File: config.mk
export PLATFORM = sky130hd
export DESIGN_NAME = int_ctrl
export DESIGN_NICKNAME = d
export VERILOG_FILES = /design/src/rtl/int_ctrl_pkg.sv /design/src/rtl/int_sync_edge.sv /design/src/rtl/int_ctrl.sv
export SDC_FILE = /design/constraint.sdc
export NUM_CORES = 1
export LEC_CHECK = 0
export CAP_MARGIN = 20
export CORE_AREA = 2 2 39 41
export CTS_CLUSTER_DIAMETER = 200
export DETAILED_ROUTE_END_ITERATION = 10
export DIE_AREA = 0 0 41 43
export MAX_ROUTING_LAYER = met4
export PLACE_DENSITY = 0.58
export SETUP_SLACK_MARGIN = 0.5
export SLEW_MARGIN = 15
export SYNTH_ARGS = -nofsm -noshare
export SYNTH_HDL_FRONTEND = slang
export SYNTH_HIERARCHICAL = 1
export SYNTH_SLANG_ARGS = --single-unit
File: constraint.sdc
create_clock -name CLK -period 2.8 [get_ports CLK]
set_input_delay 0.56 -clock CLK [delete_from_list [all_inputs] [get_ports CLK]]
set_output_delay 0.56 -clock CLK [all_outputs]
set_load 0.03 [all_outputs]
File: src/rtl/int_ctrl_pkg.sv
// int_pkg: shared types and constants for the RAT8 interrupt controller.
//   int_state_t : controller FSM states (IDLE, IN_ISR, HOLD)
//   DB_W        : width of the optional debounce counter
package int_pkg;

    typedef enum logic [1:0] {
        IDLE,
        IN_ISR,
        HOLD
    } int_state_t;

    localparam int DB_W = 8;

endpackage

File: src/rtl/int_sync_edge.sv
// int_sync_edge: brings the asynchronous interrupt line into the clock domain
// and produces a one-cycle pulse on each rising edge.
// Optional feature macro: INT_DEBOUNCE_EN (adds a stability filter after the
// synchronizer; the edge is then taken from the filtered level).
// Ports:
//   i_clk   : system clock
//   i_rst_n : synchronous reset, active-low
//   i_async : raw external interrupt line
//   o_rise  : one-cycle pulse on a rising edge of the (filtered) level
module int_sync_edge
    import int_pkg::*;
#(
    parameter int DB_CYCLES = 16
) (
    input  logic i_clk,
    input  logic i_rst_n,
    input  logic i_async,
    output logic o_rise
);

    if (DB_CYCLES < 2 || DB_CYCLES > 255) begin : g_bad_db_cycles
        $error("int_sync_edge: DB_CYCLES must be in 2..255");
    end

    logic r_sync1;
    logic r_sync2;

    always_ff @(posedge i_clk) begin
        if (!i_rst_n) begin
            r_sync1 <= 1'b0;
            r_sync2 <= 1'b0;
        end else begin
            r_sync1 <= i_async;
            r_sync2 <= r_sync1;
        end
    end

`ifdef INT_DEBOUNCE_EN
    localparam logic [DB_W-1:0] DB_LAST = DB_W'(DB_CYCLES - 1);

    logic [DB_W-1:0] r_cnt;
    logic            r_filt;
    logic            r_filt_d;

    // r_cnt counts consecutive clocks where the synchronized input disagrees
    // with the filtered level; any agreement restarts the count.
    always_ff @(posedge i_clk) begin
        if (!i_rst_n) begin
            r_cnt    <= '0;
            r_filt   <= 1'b0;
            r_filt_d <= 1'b0;
        end else begin
            r_filt_d <= r_filt;
            if (r_sync2 != r_filt) begin
                if (r_cnt == DB_LAST) begin
                    r_filt <= r_sync2;
                    r_cnt  <= '0;
                end else begin
                    r_cnt <= r_cnt + 1'b1;
                end
            end else begin
                r_cnt <= '0;
            end
        end
    end

    assign o_rise = r_filt & ~r_filt_d;
`else
    logic r_prev;

    always_ff @(posedge i_clk) begin
        if (!i_rst_n) begin
            r_prev <= 1'b0;
        end else begin
            r_prev <= r_sync2;
        end
    end

    assign o_rise = r_sync2 & ~r_prev;
`endif

endmodule

File: src/rtl/int_ctrl.sv
// int_ctrl: RAT8 interrupt controller. Holds the pending latch and the
// interrupt-enable flag, requests service from the control unit, and strobes
// the flags block to save C/Z on entry and restore them on RETIE/RETID.
// Optional feature macro: INT_DEBOUNCE_EN (debounce filter on INTR,
// window DB_CYCLES clocks).
// Ports:
//   CLK         : system clock
//   RESET_N     : synchronous reset, active-low
//   INTR        : external interrupt line (asynchronous)
//   I_SET/I_CLR : SEI / CLI from the control unit
//   INT_ACK     : control unit entering its interrupt state (pulse)
//   RETI        : RETIE/RETID executed (pulse); RETI_EN selects RETIE
//   INT_REQ     : interrupt request to the control unit
//   I_FLAG      : interrupt enable flag
//   FLG_SHAD_LD : save C/Z into the shadow registers
//   FLG_LD_SEL  : flags mux selects shadow values
//   FLG_RESTORE : load enable for C/Z during restore
module int_ctrl
    import int_pkg::*;
#(
    parameter int DB_CYCLES = 16
) (
    input  logic CLK,
    input  logic RESET_N,
    input  logic INTR,
    input  logic I_SET,
    input  logic I_CLR,
    input  logic INT_ACK,
    input  logic RETI,
    input  logic RETI_EN,
    output logic INT_REQ,
    output logic I_FLAG,
    output logic FLG_SHAD_LD,
    output logic FLG_LD_SEL,
    output logic FLG_RESTORE
);

    int_state_t r_state;
    int_state_t w_next_state;
    logic       r_pending;
    logic       r_i_flag;
    logic       w_rise;
    logic       w_int_req;
    logic       w_enter;
    logic       w_restore;

    int_sync_edge #(
        .DB_CYCLES(DB_CYCLES)
    ) u_sync_edge (
        .i_clk  (CLK),
        .i_rst_n(RESET_N),
        .i_async(INTR),
        .o_rise (w_rise)
    );

    assign w_int_req = r_pending & r_i_flag & (r_state == IDLE);

    always_ff @(posedge CLK) begin
        if (!RESET_N) begin
            r_state <= IDLE;
        end else begin
            r_state <= w_next_state;
        end
    end

    always_comb begin
        w_next_state = r_state;
        w_enter      = 1'b0;
        w_restore    = 1'b0;
        case (r_state)
            IDLE: begin
                if (INT_ACK && w_int_req) begin
                    w_enter      = 1'b1;
                    w_next_state = IN_ISR;
                end
            end
            IN_ISR: begin
                if (RETI) begin
                    w_restore    = 1'b1;
                    w_next_state = HOLD;
                end
            end
            HOLD:    w_next_state = IDLE;
            default: w_next_state = IDLE;
        endcase
    end

    // A new edge outranks the entry clear so an edge coinciding with the
    // acknowledge is not lost. Entry clear and RETI load outrank CLI/SEI.
    always_ff @(posedge CLK) begin
        if (!RESET_N) begin
            r_pending <= 1'b0;
            r_i_flag  <= 1'b0;
        end else begin
            if (w_rise) begin
                r_pending <= 1'b1;
            end else if (w_enter) begin
                r_pending <= 1'b0;
            end

            if (w_enter) begin
                r_i_flag <= 1'b0;
            end else if (w_restore) begin
                r_i_flag <= RETI_EN;
            end else if (I_CLR) begin
                r_i_flag <= 1'b0;
            end else if (I_SET) begin
                r_i_flag <= 1'b1;
            end
        end
    end

    assign INT_REQ     = w_int_req;
    assign I_FLAG      = r_i_flag;
    assign FLG_SHAD_LD = w_enter;
    assign FLG_LD_SEL  = w_restore;
    assign FLG_RESTORE = w_restore;

endmodule
==> metrics.md, run 1 <==
| Metric | Value |
|---|---|
| Vias | 225 |
| Max Root-Sink Buffers | 2 |
| Setup TNS | 0 ns |
| Antenna Violating Nets Remaining | 0 |
| CP Launch Type | input pin |
| Critical path endpoint category | output port |
| Max_cap viols | 0 |
| Hold slack final | 0.442 ns |
| Dpl hpwl | 407 um |
| Routability cong. | between 0.6 and 0.7 |
| Worst Setup SP | RETI |
| Initial core utilization | 20.7% |
| Final net count | 50 |
| Clock power frac | a little over two fifths |
| Vias per cell | 3.95 |
| CTS Buf Count | 3 |
| Worst Setup Path Type | in2out |
| Wirelength per Cell | 9.30 um |
| Min-Delay Path Class | reg2reg |
| Met3 Usage GRT | 4.71% |
| Top delay family on crit path | buffers and inverters |
| Sw power | 0.0446 mW |
| Hold_buf cts | 0 |
| Setup violators final | 0 |
| Net Sw Frac | between 20 and 25% |
| Slew Limit Fails | 0 |
| Core Footprint | 1380 um^2 |
| H-tree depth | 1 |
| Fill cell count | 142 |
| Worst hold path startpoint | u_sync_edge/r_sync1 |
| Die extent in y | ~43 um |
| Final Critical Period | 2.22 ns |
| Tot Pwr | ~0.22 mW |
| Placement Setup Slack | around 0.3 ns |
| Slowest stage delay, CP | 0.48 ns |
| Worst skew pair latency | 0.25 ns |
| DR pass1 iterations | 2 |
| CTS tree | yes |
| Reg-to-Reg Start | r_state[1] |
| Detailed Route Iter0 Violations | 1 |
| WHS Path Cells | 1 |
| Worst vdd ir | 0.199 mV |
| Yosys reg bits | 7 |
| Largest net degree at the start of global routing | 8 |
| Antenna violations before repair | 0 |
| Syn nets | 34 |
| Die footprint | 1760 um^2 |
| Met2 Use GR | between 8 and 9% |
| Pint | 0.172 mW |
| Outcome | complete, no violations |
| Share of layout cells above drive strength 1 | 19.5% |
| Total GRT Usage | 7.84% |
| Mapped Area | roughly 290 um^2 |
| Critical path required time | 2.24 ns |
| # rows | 14 |
| Slowest stage cell, crit path | clkdlybuf4s50_1 |
| First-pass GRT wire length | around 810 um |
| Fin. Hold Viols | 0 |
| Clk slew on worst S/H paths | around 0.050 ns |
| Most crowded layer after global routing | met1 |
| IO Port Bufs | 12 |
| Power Dens Cells | 490 nW/um^2 |
| Die W | 41 um |
| Post-Synthesis Cells | 26 |
| Antenna Diode Count | 0 |
| WHS Endpoint | u_sync_edge/r_sync2 |
| WP buf/inv | 2 |
| Part of the power in combinational logic | about a tenth |
| Fmax | 450 MHz |
| Synth unique cells | 15 |
| GRT Residual Overflow | 0 |
| Final WL | 530 um |
| Vias in the first global route | 200 |
| Crit path DAT | approximately 1.7 ns |
| RR Endpoint | I_FLAG |
| Sequential share of the synthesized area | 48.9% |
| Worst-margin pin slew | 0.307 ns |
| Sequential Power Share | 48.3% |
| R2r worst-path depth | 3 |
| Leakage Power | between 0.15 and 0.2 nW |
| Slew HR | 79.5% |
| Crit share post-route | 79.4% |
| Synth Warn # | 6 |
| Remaining DRCs | 0 |
| Post-Route Skew | between 0.002 and 0.0025 ns |
| Crit-path cells | clkdlybuf4s50_1, and3b_4, dlygate4sd2_1 |
| Avg Cell Area, Syn | 11.0 um^2 |
| CTS Sinks | 7 |
| RSZ-0062 raised after global routing | false |
| CP max FO | 5 |
| Met1 usage | about a tenth |
| R2R Setup Slk | ~1.6 ns |
| CTS root buf | clkbuf_4 |
| Synthesis-to-layout area growth | 54.1% |
| Final worst setup slack | ~0.58 ns |
| I/O Pins | 13 |
==> metal layers <==
layer	vias to the layer above	wire [um]	part of all wire, %
met2	3	255	48
met1	104	261	49
met3	0	13	2.5
met4	0	0	0
met5	-	0	0
li1	118	-	-
==> cell type report <==
cell class,instances,area (um^2),area share [%]
clock buffer,4,26.3,5.95
inverter,1,3.75,0.850
multi-input combinational,17,135,30.6
sequential,7,140,31.7
tap,16,20.0,4.53
timing repair buffer,12,116,26.3
==> worst register-to-register path: cells and delay by family, from the launching register on <==
kind	cells	cell delay, ns
AO/OA/AOI/OAI	1	0.21
flip-flops	1	0.37
AND/OR/NAND/NOR	2	0.60
==> cell usage after synthesis <==
cell type	instances	area share, %
inv_1	1	1.3
and2_2	1	2.6
buf_4	1	2.6
nor3b_1	2	5.2
and3b_4	1	4.4
nand2_1	1	1.3
and2_1	4	8.7
nor2b_4	1	4.8
a211oi_2	1	4.4
dfxtp_1	7	49
or3_1	1	2.2
a21boi_0	1	2.6
and4bb_2	1	4.4
nor2_1	1	1.3
o21a_1	2	5.2
==> metrics by stage <==
stage	util, %	instance area (um^2)	std cells
finish	31.9	442	57
global route	31.9	442	57
CTS	31.9	442	57
detailed placement	30.3	419	53
global placement	30.3	419	53
floorplan	-	287	26
==> flip-flops by register name, summed over array words and instances (netlist names) <==
name,cells
r_state,2
r_pending,1
I_FLAG,1
u_sync_edge/r_sync2,1
u_sync_edge/r_sync1,1
u_sync_edge/r_prev,1
==> cell families (layout without fill, tap and decap cells) <==
kind of cell	after synthesis	after routing	synth area share [%]
flops	7	7	48.9
compound gates	4	4	12.2
buf+inv	2	17	3.93
simple gates	13	13	34.9
==> how the worst max path moves through the flow <==
stage               slack [ns]     endpoint  cells after the start
CTS                       0.57  FLG_RESTORE                      3
global route              0.55   FLG_LD_SEL                      3
detailed placement        0.30   FLG_LD_SEL                      3
floorplan                 0.96  FLG_SHAD_LD                      2
global placement          0.31  FLG_SHAD_LD                      3
finish                    0.58  FLG_RESTORE                      3
==> layout by cell type, fill, tap and decap left out <==
cell / instances
a211oi_2: 1
a21boi_0: 1
and2_1: 4
and2_2: 1
and3b_4: 1
and4bb_2: 1
clkbuf_1: 1
clkbuf_4: 3
clkdlybuf4s50_1: 9
dfxtp_1: 7
dlygate4sd2_1: 3
inv_1: 1
nand2_1: 1
nor2_1: 1
nor2b_4: 1
nor3b_1: 2
o21a_1: 2
or3_1: 1
==> power groups by stage <==
stage	Clock [mW]	Combinational [mW]	Sequential (mW)
after floorplan	0	0.00692	0.108
after global placement	0	0.0218	0.107
after detailed placement	0	0.0217	0.107
after CTS	0.0926	0.0217	0.105
after global routing	0.100	0.0234	0.105
final	0.0903	0.0215	0.105
==> timing repair <==
action,CTS,global route
hold endpoints to repair,0,0
setup endpoints to repair,3,0
gates resized for setup,3,0
setup buffers,0,0
Power figures use the tool's default switching activity.
==> run 2, diff against run 1 <==
- clock period: 2.8 -> 2.25 ns (I/O delays scaled with it)
==> run 2 against run 1 <==
Against the previous run:
- flip-flop and latch count did not move
- largest power group unchanged
- total power grew 23%
- via count down 0.89%
- clock power is 22% higher
- combinational power up 23%
- register-to-register slack worse by 0.54 ns
- global-route usage up 0.62 points
==> metrics.md, run 2 (synthesis gave the netlist of run 1 again) <==
| Metric | Value |
|---|---|
| Total GRT Usage | 8.46% (+0.62 points) |
| Crit share post-route | 77.5% |
| Final WL | 543 um (+2.5%) |
| Die footprint | 1760 um^2 (unchanged) |
| Antenna violations before repair | 0 (unchanged) |
| Worst Setup Path Type | in2out |
| Critical path endpoint category | output port |
| CTS tree | yes |
| CP Launch Type | input pin |
| Power Dens Cells | 593 nW/um^2 (+21%) |
| Placed cell areas | 412 um^2 (-1.8%) |
| CP max FO | 3 (-2) |
| Non-filler cells, final | 57 (unchanged) |
| Largest net degree at the start of global routing | 8 (unchanged) |
| R2r worst-path depth | 3 (unchanged) |
| # rows | 14 (unchanged) |
| Core Footprint | 1380 um^2 (unchanged) |
| Clk slew on worst S/H paths | 0.05 ns (about the same) |
| Detailed Route Iter0 Violations | 2 (+1) |
| Fmax | approximately 570 MHz |
| Dpl hpwl | 412 um (+1.4%) |
| Fin. Hold Viols | 0 (unchanged) |
| Share of layout cells above drive strength 1 | 26.8% (+7.3 points) |
| Wire length on met2 | 287 um (+13%) |
| Max reg flops | 2 (unchanged) |
| Most common cell after layout, fill and taps aside | dfxtp_1 |
| Slowest stage cell, crit path | clkdlybuf4s50_1 |
| Setup violators final | 0 (unchanged) |
| Worst skew pair latency | 0.24 ns (about the same) |
| Vias | 223 (-0.89%) |
| Antenna Violating Nets Remaining | 0 (unchanged) |
| Placed insts | 53 (unchanged) |
| Min-Delay Path Class | reg2reg |
| GRT Residual Overflow | 0 (unchanged) |
| RR Endpoint | I_FLAG |
| Initial core utilization | 20.7% (unchanged) |
| Worst-margin pin slew | 0.317 ns (+0.0100 ns) |
| R2R Setup Slk | 1.01 ns (-0.54 ns) |
| Top delay family on crit path | buffers and inverters |
| Max_cap viols | 0 (unchanged) |
| Routability cong. | 0.623 (-1.3%) |
| Post-Layout Inst Area | 450 um^2 (+2.0%) |
| Crit-path cells | clkdlybuf4s50_1, and2_1, buf_4 |
| First-pass GRT wire length | 903 um (+11%) |
| Critical path required time | 1.80 ns (-0.44 ns) |
| WHS Path Cells | 1 (unchanged) |
| Final Critical Period | 1.74 ns |
| Max Root-Sink Buffers | 2 (unchanged) |
| Remaining DRCs | 0 (unchanged) |
| CTS root buf | clkbuf_4 |
| Crit path DAT | 1.29 ns (-0.37 ns) |
| WP buf/inv | 2 (unchanged) |
| I/O Pins | 13 (unchanged) |
| Worst hold path startpoint | u_sync_edge/r_sync1 |
| Slew Limit Fails | 0 (unchanged) |
| Slowest stage delay, CP | 0.47 ns (about the same) |
| IO Port Bufs | 12 (unchanged) |
| Synthesis-to-layout area growth | 57.2% |
| Vias per cell | 3.91 (-0.89%) |
| Antenna Diode Count | 0 (unchanged) |
| Highest metal used | met3 |
| CTS Buf Count | 3 (unchanged) |
| Reg-to-Reg Start | r_state[1] |
| Setup TNS | 0 ns (unchanged) |
| H-tree depth | 1 (unchanged) |
| Wirelength per Cell | 9.53 um (+2.5%) |
| Outcome | complete, no violations |
| Largest register by flop count | r_state |
| Leakage Power | 0.201 nW (+11%) |
| Most frequent cells in the layout | dfxtp_1 (7), clkdlybuf4s50_1 (6), and2_1 (4) |
| Die extent in y | 43 um (unchanged) |
| CTS Sinks | 7 (unchanged) |
| RSZ-0062 raised after global routing | true |
| DR pass1 iterations | 2 (unchanged) |
| Slew HR | 78.8% (-0.64 points) |
| Vias in the first global route | 214 (+7.0%) |
| Routed wl met3 | 10 um (-23%) |
| Hold_buf cts | 0 (unchanged) |
| Worst vdd ir | 0.276 mV (+39%) |
| Post-Route Skew | 0.000609 ns (-0.00188 ns) |
| WHS Endpoint | u_sync_edge/r_sync2 |
| WL met1 | 245 um (-6.1%) |
| Die W | 41 um (unchanged) |
| Final net count | 50 (unchanged) |
| Tot Pwr | 0.267 mW (+23%) |
[run 2: worst reg2reg max path, cell delays in order (launching register included)]
cell and delay [ns]:
dfxtp_1 0.36, and3b_4 0.24, or3_1 0.36, a211oi_2 0.21
[run 2: final cells by class]
class                           instances  area (um^2)
Inverter                                1         3.75
Tap cell                               16         20.0
Multi-Input combinational cell         17          135
Clock buffer                            4         26.3
Sequential cell                         7          140
Fill cell                             134          933
Timing Repair Buffer                   12          125
[run 2: worst max path at each step]
stage / from / endpoint / slack (ns) / depth (start not counted)
3_5_place_dp: RETI / FLG_RESTORE / 0.48 / 3
4_1_cts: RETI / FLG_RESTORE / 0.48 / 3
5_1_grt: r_state[0] / FLG_SHAD_LD / 0.47 / 3
2_1_floorplan: I_FLAG / FLG_SHAD_LD / 0.52 / 2
3_3_place_gp: INT_ACK / FLG_SHAD_LD / 0.50 / 3
6_report: INT_ACK / FLG_SHAD_LD / 0.51 / 3
[run 2: through the flow]
step	util, %	worst slack [ns]	hold slack [ns]
floorplan	-	0.519	0.406
global placement	29.7	0.497	0.409
detailed placement	29.7	0.478	0.412
CTS	31.6	0.479	0.424
global route	32.5	0.465	0.460
finish	32.5	0.506	0.422
[run 2: power breakdown]
group	switching, mW	total (mW)	internal (mW)	leakage [nW]
Sequential	0.00191	0.130	0.128	0.0572
Clock	0.0429	0.110	0.0674	0.0150
Combinational	0.00895	0.0265	0.0175	0.129
[run 2: metal layers]
metal	vias up	global-route usage (%)
met2	3	9.38
met5	-	-
met4	0	8.00
li1	117	-
met1	103	10.1
met3	0	4.71
[run 2: what timing repair did]
action | 4_1_cts | 5_1_grt
pin swaps | 0 | 0
setup buffers | 0 | 0
setup endpoints to repair | 3 | 5
gates resized for setup | 1 | 5
